## src/rtl/smac_pkg.sv

```systemverilog
// Shared types and constants for the SMAC activation path: the serializer FSM
// states and the accumulator strobe patterns shared with the accumulator controller.
package smac_pkg;

  localparam int M_DEFAULT  = 16;
  localparam int PA_DEFAULT = 8;
  localparam int PLANE_W    = $clog2(PA_DEFAULT);

  typedef enum logic {
    IDLE   = 1'b0,
    STREAM = 1'b1
  } state_t;

  typedef struct packed {
    logic cl_en;
    logic w_en;
    logic s_en;
  } strobe_t;

  // Plane 0 loads the accumulator; later planes shift it with sign extension.
  localparam strobe_t STROBE_LOAD  = '{cl_en: 1'b1, w_en: 1'b1, s_en: 1'b0};
  localparam strobe_t STROBE_SHIFT = '{cl_en: 1'b0, w_en: 1'b1, s_en: 1'b1};
  localparam strobe_t STROBE_NONE  = '{cl_en: 1'b0, w_en: 1'b0, s_en: 1'b0};

endpackage

```

## src/rtl/act_bitplane_ser_if.sv

```systemverilog
// Bundle between the activation buffer, the serializer and the dot-product lanes.
// slave = the serializer itself, master = the environment around it.
interface act_bitplane_ser_if #(
  parameter int M  = 16,
  parameter int Pa = 8
);
  localparam int PW = $clog2(Pa);

  logic              in_valid;
  logic              in_ready;
  logic [M*Pa-1:0]   in_act;
  logic              out_valid;
  logic              out_ready;
  logic [M-1:0]      out_plane;
  logic [PW-1:0]     plane_idx;
  logic              plane_first;
  logic              plane_last;
  logic              acc_cl_en;
  logic              acc_w_en;
  logic              acc_s_en;
  logic              acc_done;

  modport slave (
    input  in_valid, in_act, out_ready,
    output in_ready, out_valid, out_plane, plane_idx, plane_first, plane_last,
           acc_cl_en, acc_w_en, acc_s_en, acc_done
  );

  modport master (
    output in_valid, in_act, out_ready,
    input  in_ready, out_valid, out_plane, plane_idx, plane_first, plane_last,
           acc_cl_en, acc_w_en, acc_s_en, acc_done
  );

endinterface

```

## src/rtl/act_bitplane_ser_lane.sv

```systemverilog
// One activation lane: Pa-bit register that loads a parallel word and shifts it
// right one bit per plane, presenting the current bit on lsb.
module act_lane_sr #(
  parameter int Pa = 8
) (
  input  logic          clk,
  input  logic          rst_n,
  input  logic          load,
  input  logic          shift,
  input  logic [Pa-1:0] din,
  output logic          lsb
);

  logic [Pa-1:0] q;

  // NOTE: non-blocking assignments so every lane updates from its pre-edge value.
  always_ff @(posedge clk or negedge rst_n) begin
    if (!rst_n) begin
      q <= '0;
    end else if (load) begin
      q <= din;
    end else if (shift) begin
      q <= {1'b0, q[Pa-1:1]};
    end
  end

  assign lsb = q[0];

endmodule

```

## src/rtl/act_bitplane_ser.sv

```systemverilog
// Bit-serial activation transmitter: takes an M x Pa vector and emits Pa bit-planes
// LSB first, with aligned accumulator clear/write/shift strobes and a done pulse.
module act_bitplane_ser
  import smac_pkg::*;
#(
  parameter int M  = M_DEFAULT,
  parameter int Pa = PA_DEFAULT
) (
  input logic clk,
  input logic rst_n,
  act_bitplane_ser_if.slave bus
);

  localparam int            PW       = $clog2(Pa);
  localparam logic [PW-1:0] LAST_IDX = PW'(Pa - 1);

  state_t        state, state_n;
  logic [PW-1:0] cnt, cnt_n;
  logic          ready_en;
  logic          done_q;
  logic          streaming;
  logic          last;
  logic          beat;
  logic          in_xfer;
  logic          shift;
  logic [M-1:0]  lsb;
  strobe_t       strobe;

  assign streaming = (state == STREAM);
  assign last      = streaming && (cnt == LAST_IDX);
  assign beat      = streaming && bus.out_ready;

  // ready_en keeps in_ready low while rst_n is held and until the first edge after.
  assign bus.in_ready = ready_en && (!streaming || (last && bus.out_ready));
  assign in_xfer      = bus.in_valid && bus.in_ready;
  assign shift        = beat && !last;

  always_ff @(posedge clk or negedge rst_n) begin
    if (!rst_n) begin
      state    <= IDLE;
      cnt      <= '0;
      ready_en <= 1'b0;
      done_q   <= 1'b0;
    end else begin
      state    <= state_n;
      cnt      <= cnt_n;
      ready_en <= 1'b1;
      done_q   <= beat && last;
    end
  end

  // NOTE: defaults first so no path through the case leaves a signal unassigned.
  always_comb begin
    state_n = state;
    cnt_n   = cnt;
    strobe  = STROBE_NONE;
    unique case (state)
      IDLE: begin
        if (in_xfer) begin
          state_n = STREAM;
          cnt_n   = '0;
        end
      end
      STREAM: begin
        if (beat) begin
          strobe = (cnt == '0) ? STROBE_LOAD : STROBE_SHIFT;
          if (!last) begin
            cnt_n = cnt + PW'(1);
          end else if (in_xfer) begin
            cnt_n = '0;
          end else begin
            state_n = IDLE;
            cnt_n   = '0;
          end
        end
      end
      default: begin
        state_n = IDLE;
        cnt_n   = '0;
      end
    endcase
  end

  // A reload can only happen when in_ready is high, so in_xfer alone is the load.
  for (genvar g = 0; g < M; g++) begin : g_lane
    act_lane_sr #(.Pa(Pa)) u_sr (
      .clk   (clk),
      .rst_n (rst_n),
      .load  (in_xfer),
      .shift (shift),
      .din   (bus.in_act[g*Pa +: Pa]),
      .lsb   (lsb[g])
    );
  end

  assign bus.out_valid   = streaming;
  assign bus.out_plane   = lsb;
  assign bus.plane_idx   = cnt;
  assign bus.plane_first = streaming && (cnt == '0);
  assign bus.plane_last  = last;
  assign bus.acc_cl_en   = strobe.cl_en;
  assign bus.acc_w_en    = strobe.w_en;
  assign bus.acc_s_en    = strobe.s_en;
  assign bus.acc_done    = done_q;

endmodule

```

## src/flat_wrapper.sv

```systemverilog
// flat-port wrapper written by rule: the top's interface ports become plain ports
module act_bitplane_ser_flat import smac_pkg::*;
#(
  parameter int M  = M_DEFAULT,
  parameter int Pa = PA_DEFAULT
)
  (clk, rst_n, bus_in_valid, bus_in_act, bus_out_ready, bus_in_ready, bus_out_valid, bus_out_plane, bus_plane_idx, bus_plane_first, bus_plane_last, bus_acc_cl_en, bus_acc_w_en, bus_acc_s_en, bus_acc_done);
  act_bitplane_ser_if #(.M(M), .Pa(Pa)) bus_i ();
  input logic clk;
  input logic rst_n;
  input wire logic [$bits(bus_i.in_valid)-1:0] bus_in_valid;
  input wire logic [$bits(bus_i.in_act)-1:0] bus_in_act;
  input wire logic [$bits(bus_i.out_ready)-1:0] bus_out_ready;
  output wire logic [$bits(bus_i.in_ready)-1:0] bus_in_ready;
  output wire logic [$bits(bus_i.out_valid)-1:0] bus_out_valid;
  output wire logic [$bits(bus_i.out_plane)-1:0] bus_out_plane;
  output wire logic [$bits(bus_i.plane_idx)-1:0] bus_plane_idx;
  output wire logic [$bits(bus_i.plane_first)-1:0] bus_plane_first;
  output wire logic [$bits(bus_i.plane_last)-1:0] bus_plane_last;
  output wire logic [$bits(bus_i.acc_cl_en)-1:0] bus_acc_cl_en;
  output wire logic [$bits(bus_i.acc_w_en)-1:0] bus_acc_w_en;
  output wire logic [$bits(bus_i.acc_s_en)-1:0] bus_acc_s_en;
  output wire logic [$bits(bus_i.acc_done)-1:0] bus_acc_done;
  assign bus_i.in_valid = bus_in_valid;
  assign bus_i.in_act = bus_in_act;
  assign bus_i.out_ready = bus_out_ready;
  assign bus_in_ready = bus_i.in_ready;
  assign bus_out_valid = bus_i.out_valid;
  assign bus_out_plane = bus_i.out_plane;
  assign bus_plane_idx = bus_i.plane_idx;
  assign bus_plane_first = bus_i.plane_first;
  assign bus_plane_last = bus_i.plane_last;
  assign bus_acc_cl_en = bus_i.acc_cl_en;
  assign bus_acc_w_en = bus_i.acc_w_en;
  assign bus_acc_s_en = bus_i.acc_s_en;
  assign bus_acc_done = bus_i.acc_done;
  act_bitplane_ser #(.M(M), .Pa(Pa)) u_core (.clk(clk), .rst_n(rst_n), .bus(bus_i));
endmodule
```

## config.mk

```make
export PLATFORM = sky130hd
export DESIGN_NAME = act_bitplane_ser_flat
export DESIGN_NICKNAME = d
export VERILOG_FILES = /design/src/rtl/smac_pkg.sv /design/src/rtl/act_bitplane_ser_if.sv /design/src/rtl/act_bitplane_ser_lane.sv /design/src/rtl/act_bitplane_ser.sv /design/src/flat_wrapper.sv
export SDC_FILE = /design/constraint.sdc
export NUM_CORES = 1
export LEC_CHECK = 0
export ABC_CLOCK_PERIOD_IN_PS = 3200
export BUFFER_PORTS_ARGS = -buffer_cell sky130_fd_sc_hd__buf_2
export CAP_MARGIN = 20
export CORE_MARGIN = 10
export CORE_UTILIZATION = 57
export CTS_CLUSTER_DIAMETER = 120
export DETAILED_ROUTE_END_ITERATION = 8
export PLACE_DENSITY = 0.85
export SYNTH_ARGS = -nofsm -noshare
export SYNTH_HDL_FRONTEND = slang
export SYNTH_SLANG_ARGS = --single-unit
```

## constraint.sdc

```tcl
create_clock -name clk -period 3.2 [get_ports clk]
set_input_delay 0.32 -clock clk [delete_from_list [all_inputs] [get_ports clk]]
set_output_delay 0.32 -clock clk [all_outputs]
set_load 0.02 [all_outputs]
```

==> flow_summary.html <==
<table>
<tr><th>Metric</th><th>Value</th></tr>
<tr><th colspan="2">Global routing</th></tr>
<tr><td>Largest net degree at the start of global routing</td><td>113</td></tr>
<tr><td>All-layer global routing usage</td><td>22.4%</td></tr>
<tr><td>First-pass GRT wire length</td><td>26900 um</td></tr>
<tr><td>Vias in the first global route</td><td>5463</td></tr>
<tr><td>Initial antenna violation count</td><td>1</td></tr>
<tr><td>Residual overflow from global routing</td><td>0</td></tr>
<tr><th colspan="2">Placement</th></tr>
<tr><td>Placed cells</td><td>about 840</td></tr>
<tr><td>Detailed placement HPWL</td><td>around 11000 um</td></tr>
<tr><td>RePlAce Congestion</td><td>0.801</td></tr>
<tr><td>Number of buffer cells added on primary ports</td><td>158</td></tr>
<tr><th colspan="2">Timing</th></tr>
<tr><td>Worst relative slew slack</td><td>32.9%</td></tr>
<tr><td>Hold violation count in the final report</td><td>0</td></tr>
<tr><td>Setup tns final</td><td>0 ps</td></tr>
<tr><td>Achievable Freq</td><td>382 MHz</td></tr>
<tr><td>Final Max Slew Viols</td><td>0</td></tr>
<tr><td>Setup repair after global routing missed its margin</td><td>false</td></tr>
<tr><td>Fin crit share</td><td>roughly 80%</td></tr>
<tr><td>Setup violations, final</td><td>0</td></tr>
<tr><td>Worst-case clock skew</td><td>10.1 ps</td></tr>
<tr><td>Min Tclk post-route</td><td>2610 ps</td></tr>
<tr><td>Worst Max-Slew Pin Slew</td><td>1010 ps</td></tr>
<tr><th colspan="2">Worst setup path</th></tr>
<tr><td>Worst Path Required</td><td>2880 ps</td></tr>
<tr><td>Critical Path End Type</td><td>primary output</td></tr>
<tr><td>Most repeated library cell on the critical path</td><td>ha_1</td></tr>
<tr><td>Critical path class</td><td>register to primary output</td></tr>
<tr><td>CP cell instances</td><td>ha_1 -&gt; ha_1 -&gt; a21bo_2 -&gt; and2_1 -&gt; buf_2</td></tr>
<tr><td>Maximum fanout encountered on the critical timing path</td><td>18</td></tr>
<tr><td>Reg2reg setup slack</td><td>990 ps</td></tr>
<tr><td>Critical Path Start Type</td><td>register</td></tr>
<tr><td>Delay contributed by the slowest stage of the critical path</td><td>490 ps</td></tr>
<tr><td>Crit path arrival time</td><td>2290 ps</td></tr>
<tr><td>Critical path's slowest cell</td><td>a21bo_2</td></tr>
<tr><th colspan="2">Synthesis</th></tr>
<tr><td>FF+latch count, synth</td><td>134</td></tr>
<tr><td>Post-Synthesis Net Count</td><td>736</td></tr>
<tr><td>Number of enable-type register cells in the synthesized netlist</td><td>0</td></tr>
<tr><td>Synthesized cell area</td><td>0.00607 mm^2</td></tr>
<tr><td>Cell count after synthesis</td><td>601</td></tr>
<tr><td>Warning count from the yosys run</td><td>0</td></tr>
<tr><td>Async set or reset register ratio after synthesis</td><td>100%</td></tr>
<tr><td>Sequential fraction of the synthesis area</td><td>55.2%</td></tr>
<tr><td>Synth Flop Type</td><td>dfrtp_1</td></tr>
<tr><td>Mean cell area of the mapped netlist</td><td>10.1 um^2</td></tr>
<tr><td>Number of distinct library cell variants in the gate-level netlist after synthesis</td><td>26</td></tr>
<tr><th colspan="2">Clock network</th></tr>
<tr><td>Clock sink total</td><td>134</td></tr>
<tr><td>Cell chosen for the clock root</td><td>clkbuf_8</td></tr>
<tr><td>Total clock buffers created by CTS</td><td>17</td></tr>
<tr><td>Clock tree from TritonCTS</td><td>built</td></tr>
<tr><td>Number of resized instances in the post-cts repair step</td><td>0</td></tr>
<tr><td>Clock Latency Late Sink</td><td>about 540 ps</td></tr>
<tr><td>Clock H-tree levels</td><td>4</td></tr>
<tr><td>Setup fix buffers added after clock tree synthesis</td><td>0</td></tr>
<tr><td>Count of hold-fix buffers inserted at cts</td><td>4</td></tr>
<tr><td>Clock-pin slew reported for the worst setup and hold paths after clock tree synthesis</td><td>60 ps</td></tr>
<tr><td>CTS Buffer Depth</td><td>2</td></tr>
<tr><th colspan="2">Cells and area</th></tr>
<tr><td>Fraction of layout instances using a drive strength above 1</td><td>27.8%</td></tr>
<tr><td>Count of non-filler cells in the finished layout</td><td>between 800 and 900</td></tr>
<tr><td>Most frequent standard cell in the layout excluding fill and tap cells</td><td>buf_2</td></tr>
<tr><td>Final #Nets</td><td>858</td></tr>
<tr><td>Leading cell types in the layout, fill and taps excluded</td><td>buf_2, dfrtp_1, inv_1</td></tr>
<tr><td>Post-synthesis to final-layout area growth</td><td>22.2%</td></tr>
<tr><th colspan="2">Route</th></tr>
<tr><td>Vias post-DR</td><td>5203</td></tr>
<tr><td>DRT Wirelength</td><td>17100 um</td></tr>
<tr><td>Count of antenna-violating nets left after detailed routing</td><td>0</td></tr>
<tr><td>Starting DRT DRC Count</td><td>636</td></tr>
<tr><td>Number of iterations in the first detailed-routing pass</td><td>5</td></tr>
<tr><td>Per-cell via count in the routed design</td><td>5.97</td></tr>
<tr><td>Drt wl/cell</td><td>19.6 um</td></tr>
<tr><td># DRC</td><td>0</td></tr>
<tr><th colspan="2">Min path</th></tr>
<tr><td>Classification of the worst-slack hold path</td><td>primary input to register</td></tr>
<tr><th colspan="2">Floorplanning</th></tr>
<tr><td>Rows</td><td>37</td></tr>
<tr><td>Die boundary width</td><td>123 um</td></tr>
<tr><td>I/O pin count</td><td>159</td></tr>
<tr><td>Die height</td><td>123 um</td></tr>
<tr><td>Full die area</td><td>0.0152 mm^2</td></tr>
<tr><td>Floorplan Core Area</td><td>roughly 0.010 mm^2</td></tr>
<tr><td>Effective utilization at floorplan</td><td>58.6%</td></tr>
<tr><th colspan="2">Outcome</th></tr>
<tr><td>Outcome</td><td>complete, no violations</td></tr>
<tr><th colspan="2">Job</th></tr>
<tr><td>Max-cap violations</td><td>0</td></tr>
<tr><th colspan="2">Power and ir drop</th></tr>
<tr><td>IR Drop Worst-Case VDD</td><td>738 uV</td></tr>
<tr><td>Pwr per Cell Area</td><td>926 mW/mm^2</td></tr>
<tr><td>Leak Pwr</td><td>3.64 nW</td></tr>
</table>
## stage by stage
| step | instance area [um^2] | setup WS (ps) | util, % | total power, W | hold slack, ps |
|---|---|---|---|---|---|
| 3_3_place_gp | 6770 | 1240 | 65.3 | 0.00470 | 490 |
| 6_report | 7420 | 586 | 71.6 | 0.00688 | 19.0 |
| 5_1_grt | 7420 | 455 | 71.6 | 0.00728 | 7.77 |
| 4_1_cts | 7410 | 561 | 71.5 | 0.00688 | 0.410 |
| 3_5_place_dp | 6770 | 1020 | 65.3 | 0.00486 | 490 |
| 2_1_floorplan | 6070 | 1360 | - | 0.00437 | 24.4 |
## routing by layer
layer	wire (um)	vias to the layer above	share of wire [%]	GRT usage [%]
met1	6470	2533	38	26.5
met4	324	0	1.9	9.68
met3	1560	39	9.2	7.52
met2	8720	244	51	36.7
li1	-	2387	-	-
met5	0	-	0	0
## cell usage after synthesis, types with 3 or more instances
cell	n	share of area [%]
nor2_1	19	1.2
dfrtp_1	134	55
inv_1	99	6.1
o21ai_0	16	1.3
nand2_1	19	1.2
o32ai_1	95	14
buf_4	22	2.7
nand3_1	16	1.3
clkbuf_1	11	0.68
and2_1	4	0.41
buf_1	4	0.25
buf_2	33	2.7
a221o_1	17	2.8
a21oi_1	95	7.8
ha_1	3	0.62
## critical path: cells and delay by family, from the launching register on
kind	cells	cell delay [ps]
compound gates	1	490
simple gates	1	200
flops	1	400
fa+ha+maj	2	520
buf+inv	1	160
## power by group
group | leakage (nW) | switching (W) | internal (W) | total [W]
Sequential | 1.52 | 0.000388 | 0.00238 | 0.00276
Combinational | 1.83 | 0.00132 | 0.000815 | 0.00213
Clock | 0.283 | 0.000726 | 0.00126 | 0.00198
## worst paths after layout
path                                                    startpoint  cells after the start                                       to
setup / recovery               u_core.bus.plane_idx[0]$_DFFE_PN0P_                      5                             bus_in_ready
hold / removal                                      bus_in_act[63]                      3   u_core.g_lane[7].u_sr.q[7]$_DFFE_PN0P_
setup reg to reg               u_core.bus.plane_idx[0]$_DFFE_PN0P_                      6  u_core.g_lane[15].u_sr.q[0]$_DFFE_PN0P_
hold reg to reg            u_core.g_lane[11].u_sr.q[0]$_DFFE_PN0P_                      1  u_core.g_lane[11].u_sr.q[0]$_DFFE_PN0P_
max in group asynchronous                                    rst_n                      3   u_core.g_lane[2].u_sr.q[3]$_DFFE_PN0P_
min in group asynchronous                                    rst_n                      2  u_core.g_lane[15].u_sr.q[7]$_DFFE_PN0P_
## state kept, by name, indices dropped and copies added (netlist names)
name and count:
u_core.g_lane.u_sr.q 128, u_core.bus.plane_idx 3, u_core.bus.acc_done 1, u_core.bus.out_valid 1, u_core.ready_en 1
## cell type report
class                   count  area (um^2)
fillers                   781         2950
well taps                 136          170
diodes                      1         2.50
clock inverters            13          183
clock buffers              18          418
inverters                  99          372
flip-flops and latches    134         3350
multi-input cells         298         1980
repair buffers            173          947
## logic make-up after synthesis
family	count (synthesis)	share of synthesized area [%]
and+or+nand+nor	64	4.72
buffers and inverters	169	12.5
DFF	134	55.2
AOI/OAI and AO/OA	229	26.7
adders and majority gates	3	0.618
other	1	0.0617
muxes	1	0.185
(Power assumes the default switching activity.)
